File: config.mk
export PLATFORM = sky130hd
export DESIGN_NAME = mem_arbiter
export DESIGN_NICKNAME = d
export VERILOG_FILES = /design/src/rtl/mem_arbiter.sv
export SDC_FILE = /design/constraint.sdc
export NUM_CORES = 1
export LEC_CHECK = 0
export BUFFER_PORTS_ARGS = -buffer_cell sky130_fd_sc_hd__buf_2
export CAP_MARGIN = 25
export CORE_ASPECT_RATIO = 1.2
export CORE_MARGIN = 1
export CORE_UTILIZATION = 38
export DETAILED_ROUTE_END_ITERATION = 10
export PLACE_DENSITY = 0.75
export SKIP_CTS_REPAIR_TIMING = 1
export SYNTH_ARGS = -nofsm -noshare
export SYNTH_HDL_FRONTEND = slang
export SYNTH_SLANG_ARGS = --single-unit
File: constraint.sdc
create_clock -name clk -period 2.43 [get_ports clk]
set_clock_uncertainty 0.05 [all_clocks]
set_input_delay 0 -clock clk [delete_from_list [all_inputs] [get_ports clk]]
set_output_delay 0 -clock clk [all_outputs]
set_load 0.05 [all_outputs]
File: src/rtl/mem_arbiter.sv
// rtl/mem_arbiter.sv - shares a 4-cycle-latency main memory between I and D cache fill controllers.
// Optional MEM_ARB_ROUND_ROBIN_EN selects round-robin tie-breaking instead of fixed D priority.
module mem_arbiter (
  input  logic        clk,
  input  logic        rst_n,
  input  logic        i_req,
  input  logic        i_wr,
  input  logic [15:0] i_addr,
  input  logic [15:0] i_wdata,
  input  logic        d_req,
  input  logic        d_wr,
  input  logic [15:0] d_addr,
  input  logic [15:0] d_wdata,
  input  logic        mem_data_valid,
  output logic        mem_enable,
  output logic        mem_wr,
  output logic [15:0] mem_addr,
  output logic [15:0] mem_wdata,
  output logic        i_grant,
  output logic        d_grant,
  output logic        i_data_valid,
  output logic        d_data_valid,
  output logic [2:0]  word_idx,
  output logic        i_done,
  output logic        d_done
);

  typedef enum logic [1:0] {IDLE, FILL, WRITE} state_t;

  state_t      state_q, state_d;
  logic        owner_q, owner_d;          // 1 = D side owns the transaction
  logic [15:0] addr_q, addr_d;
  logic [15:0] wdata_q, wdata_d;
  logic [2:0]  issue_cnt_q, issue_cnt_d;
  logic [2:0]  ret_cnt_q, ret_cnt_d;
  logic        issue_done_q, issue_done_d;
  logic        done_q, done_d;

  logic i_act, d_act, pick_d, pick_wr;
  logic [15:0] pick_addr;

  // The requester that just completed sits out its own done cycle.
  assign i_act = i_req && !(done_q && !owner_q);
  assign d_act = d_req && !(done_q && owner_q);

`ifdef MEM_ARB_ROUND_ROBIN_EN
  logic last_d_q, last_d_d;
  assign pick_d = d_act && (!i_act || !last_d_q);
`else
  assign pick_d = d_act;
`endif

  assign pick_wr   = pick_d ? d_wr : i_wr;
  assign pick_addr = pick_d ? d_addr : i_addr;

  always_comb begin
    state_d      = state_q;
    owner_d      = owner_q;
    addr_d       = addr_q;
    wdata_d      = wdata_q;
    issue_cnt_d  = issue_cnt_q;
    ret_cnt_d    = ret_cnt_q;
    issue_done_d = issue_done_q;
    done_d       = 1'b0;
`ifdef MEM_ARB_ROUND_ROBIN_EN
    last_d_d     = last_d_q;
`endif
    case (state_q)
      IDLE: begin
        if (i_act || d_act) begin
          owner_d      = pick_d;
          wdata_d      = pick_d ? d_wdata : i_wdata;
          issue_cnt_d  = 3'd0;
          ret_cnt_d    = 3'd0;
          issue_done_d = 1'b0;
          if (pick_wr) begin
            state_d = WRITE;
            addr_d  = {pick_addr[15:1], 1'b0};
          end else begin
            state_d = FILL;
            addr_d  = {pick_addr[15:4], 4'h0};
          end
`ifdef MEM_ARB_ROUND_ROBIN_EN
          last_d_d = pick_d;
`endif
        end
      end
      FILL: begin
        if (!issue_done_q) begin
          issue_cnt_d = issue_cnt_q + 3'd1;
          if (issue_cnt_q == 3'd7) issue_done_d = 1'b1;
        end
        if (mem_data_valid) begin
          ret_cnt_d = ret_cnt_q + 3'd1;
          if (ret_cnt_q == 3'd7) begin
            state_d = IDLE;
            done_d  = 1'b1;
          end
        end
      end
      WRITE: begin
        state_d = IDLE;
        done_d  = 1'b1;
      end
      default: state_d = IDLE;
    endcase
  end

  always_ff @(posedge clk or negedge rst_n) begin
    if (!rst_n) begin
      state_q      <= IDLE;
      owner_q      <= 1'b0;
      addr_q       <= 16'h0000;
      wdata_q      <= 16'h0000;
      issue_cnt_q  <= 3'd0;
      ret_cnt_q    <= 3'd0;
      issue_done_q <= 1'b0;
      done_q       <= 1'b0;
    end else begin
      state_q      <= state_d;
      owner_q      <= owner_d;
      addr_q       <= addr_d;
      wdata_q      <= wdata_d;
      issue_cnt_q  <= issue_cnt_d;
      ret_cnt_q    <= ret_cnt_d;
      issue_done_q <= issue_done_d;
      done_q       <= done_d;
    end
  end

`ifdef MEM_ARB_ROUND_ROBIN_EN
  always_ff @(posedge clk or negedge rst_n) begin
    if (!rst_n) last_d_q <= 1'b1;
    else        last_d_q <= last_d_d;
  end
`endif

  logic fill_issue, in_fill, busy;
  assign in_fill    = (state_q == FILL);
  assign fill_issue = in_fill && !issue_done_q;
  assign busy       = (state_q != IDLE);

  assign mem_enable   = fill_issue || (state_q == WRITE);
  assign mem_wr       = (state_q == WRITE);
  assign mem_addr     = fill_issue ? (addr_q + {12'd0, issue_cnt_q, 1'b0}) :
                        (state_q == WRITE) ? addr_q : 16'h0000;
  assign mem_wdata    = (state_q == WRITE) ? wdata_q : 16'h0000;
  assign i_grant      = busy && !owner_q;
  assign d_grant      = busy && owner_q;
  assign i_data_valid = mem_data_valid && in_fill && !owner_q;
  assign d_data_valid = mem_data_valid && in_fill && owner_q;
  assign word_idx     = ret_cnt_q;
  assign i_done       = done_q && !owner_q;
  assign d_done       = done_q && owner_q;

endmodule

==> summary.md, run 1 <==
The flow ran to the end, but the final reports show violations. The final reports fail on hold timing. The logs give 47 for the count of different cell masters after synthesis and 2,982 for the detailed-route via count. The biggest area contributor in the post-synthesis netlist is sky130_fd_sc_hd__dfrtp_1. The most frequently used cell type in the post-synthesis netlist was sky130_fd_sc_hd__nand2_1. The largest incremental delay on the critical path was 380 ps; the number of cells on the critical path was 9. After technology mapping, the gate count stands at 316. The logs give -5.546 ps for the final hold slack and 37.57% for the proportion of synthesized chip area in sequential cells. TritonCTS built the clock tree. The longest clock path from root to sink contains 2 buffers. Final antenna diode count: 0. Setup violations remaining at the end of the flow were counted as 0.

Summed over its instances, the top area cell type makes up 37.57% of the synthesized netlist area. The floorplan step defined a die boundary enclosing 7710 sq um. TritonCTS created 5 clock buffers.

Across the run, the number of max-cap violations was 0. The logs give 2798 sq um for the mapped cell area and 2.339 mW for the internal power of the cells. Yosys attributes the largest share of cell area to sky130_fd_sc_hd__dfrtp_1 38%, sky130_fd_sc_hd__mux2i_1 11%, sky130_fd_sc_hd__o21ai_1 7.3%. In this run the critical register-to-register path is captured at wdata_q[14]. For this run, the leading register cell type out of synthesis is sky130_fd_sc_hd__dfrtp_1. The final routed wire length divided by cell count is 14.69 um. The number of nets handed over by synthesis was 398. After global routing the overflow that remains totals 0. Wires add up to 8.330 mm. The pin count of the biggest net entering global routing came out at 43. In the synthesized netlist, the cells that appear most often are 50 x sky130_fd_sc_hd__nand2_1, 42 x sky130_fd_sc_hd__dfrtp_1, 41 x sky130_fd_sc_hd__o21ai_1. The part of the power in registers came out at 26.7%. For this design the top-level I/O count stands at 114.

The clock transition time at the flip-flop clock pins of the worst setup and hold paths was 80 ps; the switching power as a share of total power was 53.41%. The worst hold path passes through 3 cells. The fraction of registers with async set/reset came out at 100.0%. Synthesis inferred 42 register bits.

CTS built an H-tree with a depth of 2. Power comes to 5.020 mW. The number of non-filler instances in the completed layout is 567. The worst-margin pin slew was 562.5 ps. The cell at the root of the clock tree was sky130_fd_sc_hd__clkbuf_8. Compared with the post-synthesis result, the final layout area differs by 48.70%. After detailed routing, the number of remaining DRC violations is 0. The run gives 433.5 MHz as the maximum achievable frequency. Power spread over the standard cell area amounts to 1207 nW/um^2. The tools report the number of global-route vias before repair as 2,384.

The die is 95.99 um tall. In this run the power spent charging and discharging nets is 2.681 mW. The floorplan core area is 6978 sq um, and the combinational power share is 62.2%.

The remaining max-slew budget at the tightest pin is 62.50%, and the buffer and inverter count on the worst path is 3. For the number of detailed-route iterations in the first pass, the log shows 4. For the endpoint required time on the critical path, the log shows 2380 ps. The final count of pins violating max slew was 0.

The number of cells traversed by the worst register-to-register path was 6. The total track usage is 18.49%. Detailed placement ended at an HPWL of 5.306 mm.

The cell family contributing the most delay on the critical path is adder cells. The final weighted congestion in routability-driven placement was 0.9139. The largest individual stage delay along the critical path comes from the cell sky130_fd_sc_hd__dfrtp_1. Data on the critical path arrives at its endpoint at 2260 ps. The per-instance average area after synthesis works out to 8.853 sq um. The placed instances occupy a cell area of 3416 sq um.

Chip width: 80.33 um. The first routing iteration left 188 violations. The initial cell density of the core came out at 40.09%. Using the TritonRoute via totals, the vias-per-cell ratio works out to 5.259.

The finished cells cover 4160 sq um. For hold timing, the worst endpoint is addr_q[4]. The tools report the hold violation total from the final report as 1. The post-route minimum period was 2307 ps.

In this design, the critical path's most frequently occurring cell is sky130_fd_sc_hd__buf_4. In this run the core area contains 33 standard-cell rows. The worst setup path is captured at a primary output.

For the worst-skew pair, the clock arrives at the later sink with an insertion delay of 290 ps. For this design the static power due to leakage is 2.076 nW. The count of filler cells inserted in the layout is 566.

The count of buffers from port buffering is 110. The path category of the worst min-delay check is input pin to flop. Across the VDD grid, the largest voltage drop is 0.7652 mV. For this run, the number of Yosys warnings is 0.

For the net count reported at finish, the log shows 561. The count of flip-flops with a built-in enable after synthesis was 0. In this run the critical register-to-register path is launched from owner_q. The signal on the critical path passes through ha_2, inv_1, fa_2, nor2b_1, o21ai_1, buf_4, o311ai_2, o41ai_2, buf_4. The number of placed instances, taps included was 498.

For the relative contribution of the clock network to total power, the log shows 11.0%. For this design, the sink count on the clock tree is 42. The worst hold path begins at d_addr[4]. The first global-routing pass estimated 10.89 mm of wire.

The run gives 0 as the initial antenna violation count. The largest driver fanout on the critical path came out at 10. For flop-to-flop paths, the worst setup slack is 280 ps.

The number of nets with antenna violations after routing was 0. In the finished design, the share of the clock period the worst path needs comes to 94.94%. The worst setup path is of the flop to primary output kind. The post-route netlist has 29.17% of its cells at a drive strength greater than 1.

The worst setup path is launched from a flop.
==> power by group through the flow <==
stage	Sequential, mW	Combinational, mW	Clock (mW)
2_1_floorplan	1.26	2.37	0
3_3_place_gp	1.32	2.89	0
3_5_place_dp	1.35	2.95	0
4_1_cts	1.34	2.96	0.569
5_1_grt	1.40	3.39	0.601
6_report	1.34	3.12	0.554
==> layout by cell type, fill, tap and decap left out, drive strengths merged, types with 2 or more instances in the layout <==
| cell | n |
|---|---|
| buf | 120 |
| a21oi | 8 |
| clkbuf | 6 |
| o21ai | 46 |
| dlygate4sd3 | 58 |
| o31ai | 8 |
| a2111oi | 2 |
| a211oi | 2 |
| dfrtp | 42 |
| a31oi | 6 |
| o211ai | 4 |
| ha | 10 |
| and2 | 18 |
| a21o | 2 |
| and3 | 2 |
| nor2b | 7 |
| nor2 | 8 |
| nand4 | 3 |
| nand2b | 2 |
| mux2i | 34 |
| inv | 11 |
| nand2 | 50 |
| nand3 | 8 |
| a211o | 2 |
| nor3 | 3 |
==> registers in the layout, summed over array words and instances (netlist names) <==
signal,count
addr_q,15
issue_done_q,1
word_idx,3
wdata_q,16
owner_q,1
done_q,1
issue_cnt_q,3
state_q,2
==> area by class of cell <==
| class | instances | area, sq um | area share, % |
|---|---|---|---|
| inverters | 11 | 41.29 | 0.9925 |
| multi-input cells | 241 | 1599 | 38.44 |
| clock inverters | 2 | 37.54 | 0.9023 |
| clock buffers | 6 | 72.57 | 1.744 |
| repair buffers | 178 | 1249 | 30.02 |
| well taps | 87 | 108.9 | 2.617 |
| flip-flops and latches | 42 | 1052 | 25.29 |
==> metrics by stage <==
stage | hold WS (ps) | setup TNS [ps] | setup WS (ps) | util, %
floorplan | -345.6 | -948.8 | -237.2 | -
global route | 25.95 | -16.50 | -16.50 | 59.62
CTS | -158.6 | -202.9 | -101.7 | 50.53
global placement | 143.7 | 0 | 304.0 | 48.95
finish | -5.546 | 0 | 123.0 | 59.62
detailed placement | 164.9 | 0 | 214.9 | 48.95
==> metal layers <==
layer  global-route usage [%]  up-vias  routed length [um]
met5                        0        -                   0
met4                    6.250        0                 207
met3                    3.412       20                 402
met2                    31.20      111                4353
met1                    23.78     1407                3367
li1                         -     1444                   -
==> worst register-to-register path, cell delays in order, from the launching register on <==
cell                            delay [ps]
sky130_fd_sc_hd__dfrtp_1               480
sky130_fd_sc_hd__and2_4                220
sky130_fd_sc_hd__nor2b_4               120
sky130_fd_sc_hd__buf_12                240
sky130_fd_sc_hd__mux2i_1               270
sky130_fd_sc_hd__dlygate4sd3_1         600
sky130_fd_sc_hd__o21ai_1                60
==> kinds of logic (layout without fill, tap and decap cells) <==
group / count (synthesis) / after routing / synth area share, %
flops: 42 / 42 / 37.57
simple gates: 106 / 106 / 18.87
other cells: 1 / 1 / 0.1340
compound gates: 88 / 88 / 19.14
mux: 34 / 34 / 12.43
fa+ha+maj: 11 / 11 / 5.188
buf+inv: 33 / 197 / 6.351
xor+xnor: 1 / 1 / 0.3131
==> how the worst max path moves through the flow <==
stage | start | to | slack, ps
2_1_floorplan | issue_cnt_q[0] | mem_addr[11] | -240
3_3_place_gp | issue_cnt_q[0] | mem_addr[15] | 300
3_5_place_dp | issue_cnt_q[0] | mem_addr[13] | 210
4_1_cts | issue_cnt_q[0] | mem_addr[13] | -100
5_1_grt | state_q[1] | mem_addr[14] | -20
6_report | addr_q[1] | mem_addr[13] | 120
Note: power is estimated with default switching activity, not from simulation.
==> run 2: changes to the inputs <==
--- a/config.mk
+++ b/config.mk
@@ -11,7 +11,7 @@
 export CORE_MARGIN = 1
 export CORE_UTILIZATION = 38
 export DETAILED_ROUTE_END_ITERATION = 10
-export PLACE_DENSITY = 0.75
+export PLACE_DENSITY = 0.78
 export SKIP_CTS_REPAIR_TIMING = 1
 export SYNTH_ARGS = -nofsm -noshare
 export SYNTH_HDL_FRONTEND = slang
==> constraint.sdc (replaced) <==
create_clock -name clk -period 2 [get_ports clk]
set_clock_uncertainty 0.05 [all_clocks]
set_input_delay 0 -clock clk [delete_from_list [all_inputs] [get_ports clk]]
set_output_delay 0 -clock clk [all_outputs]
set_load 0.05 [all_outputs]
==> run 2 against run 1 <==
  * Final cell count rose by 3.2%
  * Largest cell class unchanged
  * Via count grew 3.8%
  * Power increased by 34%
  * Sequential power rose by 20%
  * Register-to-register slack about the same
  * Non-clock buffer count increased by 17
  * Critical endpoint is now mem_addr[15]
  * Sequential share of layout area shrank 2.2 points
  * Count of clock-buffer cells in the layout up 1
  * Cell area increased by 9.7%
  * The flow finishes with violations (setup timing)
  * Highest routed layer unchanged
  * Wire length is 13% higher
  * Combinational power rose by 45%
  * Clock power up 3%
==> summary.md, run 2 (synthesis results as in run 1) <==
The largest driver fanout on the critical path is 3 (-7), and the TritonCTS buffer count is 5 (unchanged). The number of cells on the worst hold path was 3 (unchanged). The reg-to-reg startpoint is owner_q. The number of global-route vias before repair is 2,574 (+8.0%). The reg-to-reg critical path endpoint is addr_q[3]. STA classifies the critical path startpoint as a flop.

The run gives 0 (unchanged) as the final count of pins violating max slew. The library cell used most frequently in the layout, excluding fill and tap cells, is sky130_fd_sc_hd__buf_2. The final weighted congestion in routability-driven placement came out at 0.8526 (-6.7%). The worst slack after detailed placement was -66.70 ps (-281.6 ps); the maximum achievable frequency was 432.8 MHz. The net count reported at finish was 578 (+3.0%); the sum of routed wire length over all layers was 9.413 mm (+13%). The chip width is 80.33 um (unchanged), and the met2 usage in global routing is 34.40% (+3.2 points). The run gives 0 (unchanged) as the overall overflow remaining after global route. The count of filler cells inserted in the layout is 516 (-8.8%).

The reg-to-reg setup timing slack is 270 ps (about the same), and the ratio of routed vias to standard cells is 5.289 (+0.56%). Setup repair after global routing could not meet its margin everywhere. Top register by number of flip-flops: wdata_q. The total track usage was 19.12% (+0.63 points); the area added between synthesis and finish was 63.10%. The logs give 1 (+1) for the initial antenna violation count and 22.69% (-1.1 points) for the met1 global-route usage. The placed instance area was 3635 sq um (+6.4%). The logs give 2.844% (-0.57 points) for the routing usage on met3 and 2 (unchanged) for the H-tree depth. The number of top-level design ports was 114 (unchanged). Minimum setup slack in the final design: -310.5 ps (-433.4 ps).

The run gives 7710 sq um (unchanged) as the die footprint. The total negative slack for setup checks was -1951 ps (-1951 ps). The core utilization of the finished layout was 65.39% (+5.8 points). The post-detailed-route DRC marker count was 0 (unchanged). The run gives 290 ps (about the same) as the clock network latency to the later pin of the worst-skew pair. The floorplan core area is 6978 sq um (unchanged), and the final count of negative-setup-slack endpoints is 10 (+10). The leakage power summed over all cells was 2.209 nW (+6.4%).

The final routed wire length divided by cell count is 16.09 um (+9.5%). The top cell types in the final layout, fill and taps aside, are 99 x sky130_fd_sc_hd__buf_2, 56 x sky130_fd_sc_hd__dlygate4sd3_1, 49 x sky130_fd_sc_hd__nand2_1, 41 x sky130_fd_sc_hd__dfrtp_1, 40 x sky130_fd_sc_hd__o21ai_1. In this run the most used layer during global routing was met2. The tools report the clock net sink count as 42 (unchanged). The worst hold path belongs to the class input pin to flop. For the first-iteration detailed-routing DRC count, the log shows 184 (-2.1%). TritonCTS built the clock tree. Counting I/O delays and the setup requirement, the final critical path takes 2310 ps. The vertical extent of the die came out at 95.99 um (unchanged). The hold path startpoint is d_addr[13]. The tools report the remaining max-slew budget at the tightest pin as 62.96% (+0.46 points). The number of flip-flops under the largest register name came out at 16 (unchanged).

The final reports fail on setup timing. The final instance area is 4563 sq um (+9.7%), and the worst vdd rail ir drop is 1.018 mV (+33%). The tools report the maximum buffer depth of the clock tree as 2 (unchanged). Worst min-delay path endpoint: addr_q[13]. The clock transition time at the flip-flop clock pins of the worst setup and hold paths came out at 80 ps (about the same). For the critical path data arrival time, the log shows 2260 ps (about the same). Power density over the cells: 1469 nW/um^2 (+22%).

The run gives 0 (unchanged) as the number of max-cap violations. The global-route wire length before repair was 11.45 mm (+5.1%); the endpoint required time on the critical path was 1950 ps (-430 ps). The hold violation total from the final report was 0 (-1).

The count of buffers from port buffering was 110 (unchanged); the initial cell density of the core was 40.09% (unchanged). The cell sitting at the root of the clock tree is a sky130_fd_sc_hd__clkbuf_8. The tools report the number of nets with antenna violations after routing as 0 (unchanged).

The detailed-route via count was 3,094 (+3.8%). In the final layout, the registers with the most flip-flops are wdata_q x16, addr_q x15. The number of detailed-route iterations in the first pass was 4 (unchanged); the count of standard-cell rows was 33 (unchanged). For the pin count of the biggest net entering global routing, the log shows 43 (unchanged). The half-perimeter wire length after detailed placement is 5.467 mm (+3.0%). The fraction of final layout cells with drive strength greater than 1 is 37.83% (+8.7 points), and the portion of the clock cycle consumed by the worst path in the final layout is 115.5%. The type of the worst setup path was flop to primary output. Number of cells traversed by the worst register-to-register path: 5 (-1). The worst setup path is captured at a primary output.

The worst-margin pin slew is 555.7 ps (-6.839 ps). The flow ran to the end, but the final reports show violations.
==> run 2: final cells by class <==
class / instances / area (sq um) / area share (%)
multi-input combinational: 241 / 1821 / 39.90
timing repair buffer: 195 / 1446 / 31.70
sequential: 42 / 1052 / 23.06
tap: 87 / 108.9 / 2.386
clock buffer: 7 / 86.33 / 1.892
inverter: 11 / 41.29 / 0.9049
clock inverter: 1 / 5.005 / 0.1097
antenna: 1 / 2.502 / 0.05484
==> run 2: worst max-delay path by stage <==
stage	from	to	depth (start not counted)
floorplan	issue_cnt_q[0]	mem_addr[13]	8
global placement	issue_cnt_q[0]	mem_addr[15]	9
detailed placement	addr_q[1]	mem_addr[15]	9
CTS	addr_q[1]	mem_addr[15]	9
global route	issue_cnt_q[0]	mem_addr[15]	9
finish	issue_cnt_q[0]	mem_addr[15]	9
==> run 2: critical path, cell delays in order, from the launching register on <==
cell,delay (ps)
sky130_fd_sc_hd__dfrtp_1,370
sky130_fd_sc_hd__ha_2,190
sky130_fd_sc_hd__inv_2,40
sky130_fd_sc_hd__fa_2,370
sky130_fd_sc_hd__nor2b_2,140
sky130_fd_sc_hd__o21ai_2,100
sky130_fd_sc_hd__nor4_2,200
sky130_fd_sc_hd__buf_4,180
sky130_fd_sc_hd__mux2i_4,210
sky130_fd_sc_hd__buf_6,180
==> run 2: per-stage QoR <==
| stage | power, mW | hold slack, ps | instances |
|---|---|---|---|
| floorplan | 4.581 | -345.6 | 316 |
| global placement | 5.478 | 46.96 | 512 |
| detailed placement | 5.565 | 56.57 | 512 |
| CTS | 6.143 | -262.4 | 520 |
| global route | 7.151 | 4.104 | 585 |
| finish | 6.704 | 0.6207 | 585 |
==> run 2: power breakdown <==
| group | total [mW] | internal, mW | leakage [nW] | switching, mW |
|---|---|---|---|---|
| clock | 0.570 | 0.279 | 0.0482 | 0.291 |
| combinational | 4.52 | 1.65 | 1.63 | 2.87 |
| sequential | 1.61 | 1.23 | 0.527 | 0.376 |
| total | 6.70 | 3.17 | 2.21 | 3.54 |
==> run 2: layer usage <==
layer	wire length (um)	vias up	part of all wire (%)
li1	-	1485	-
met5	0	-	0
met4	414	0	4.4
met3	433	34	4.6
met2	4998	119	53
met1	3567	1456	38
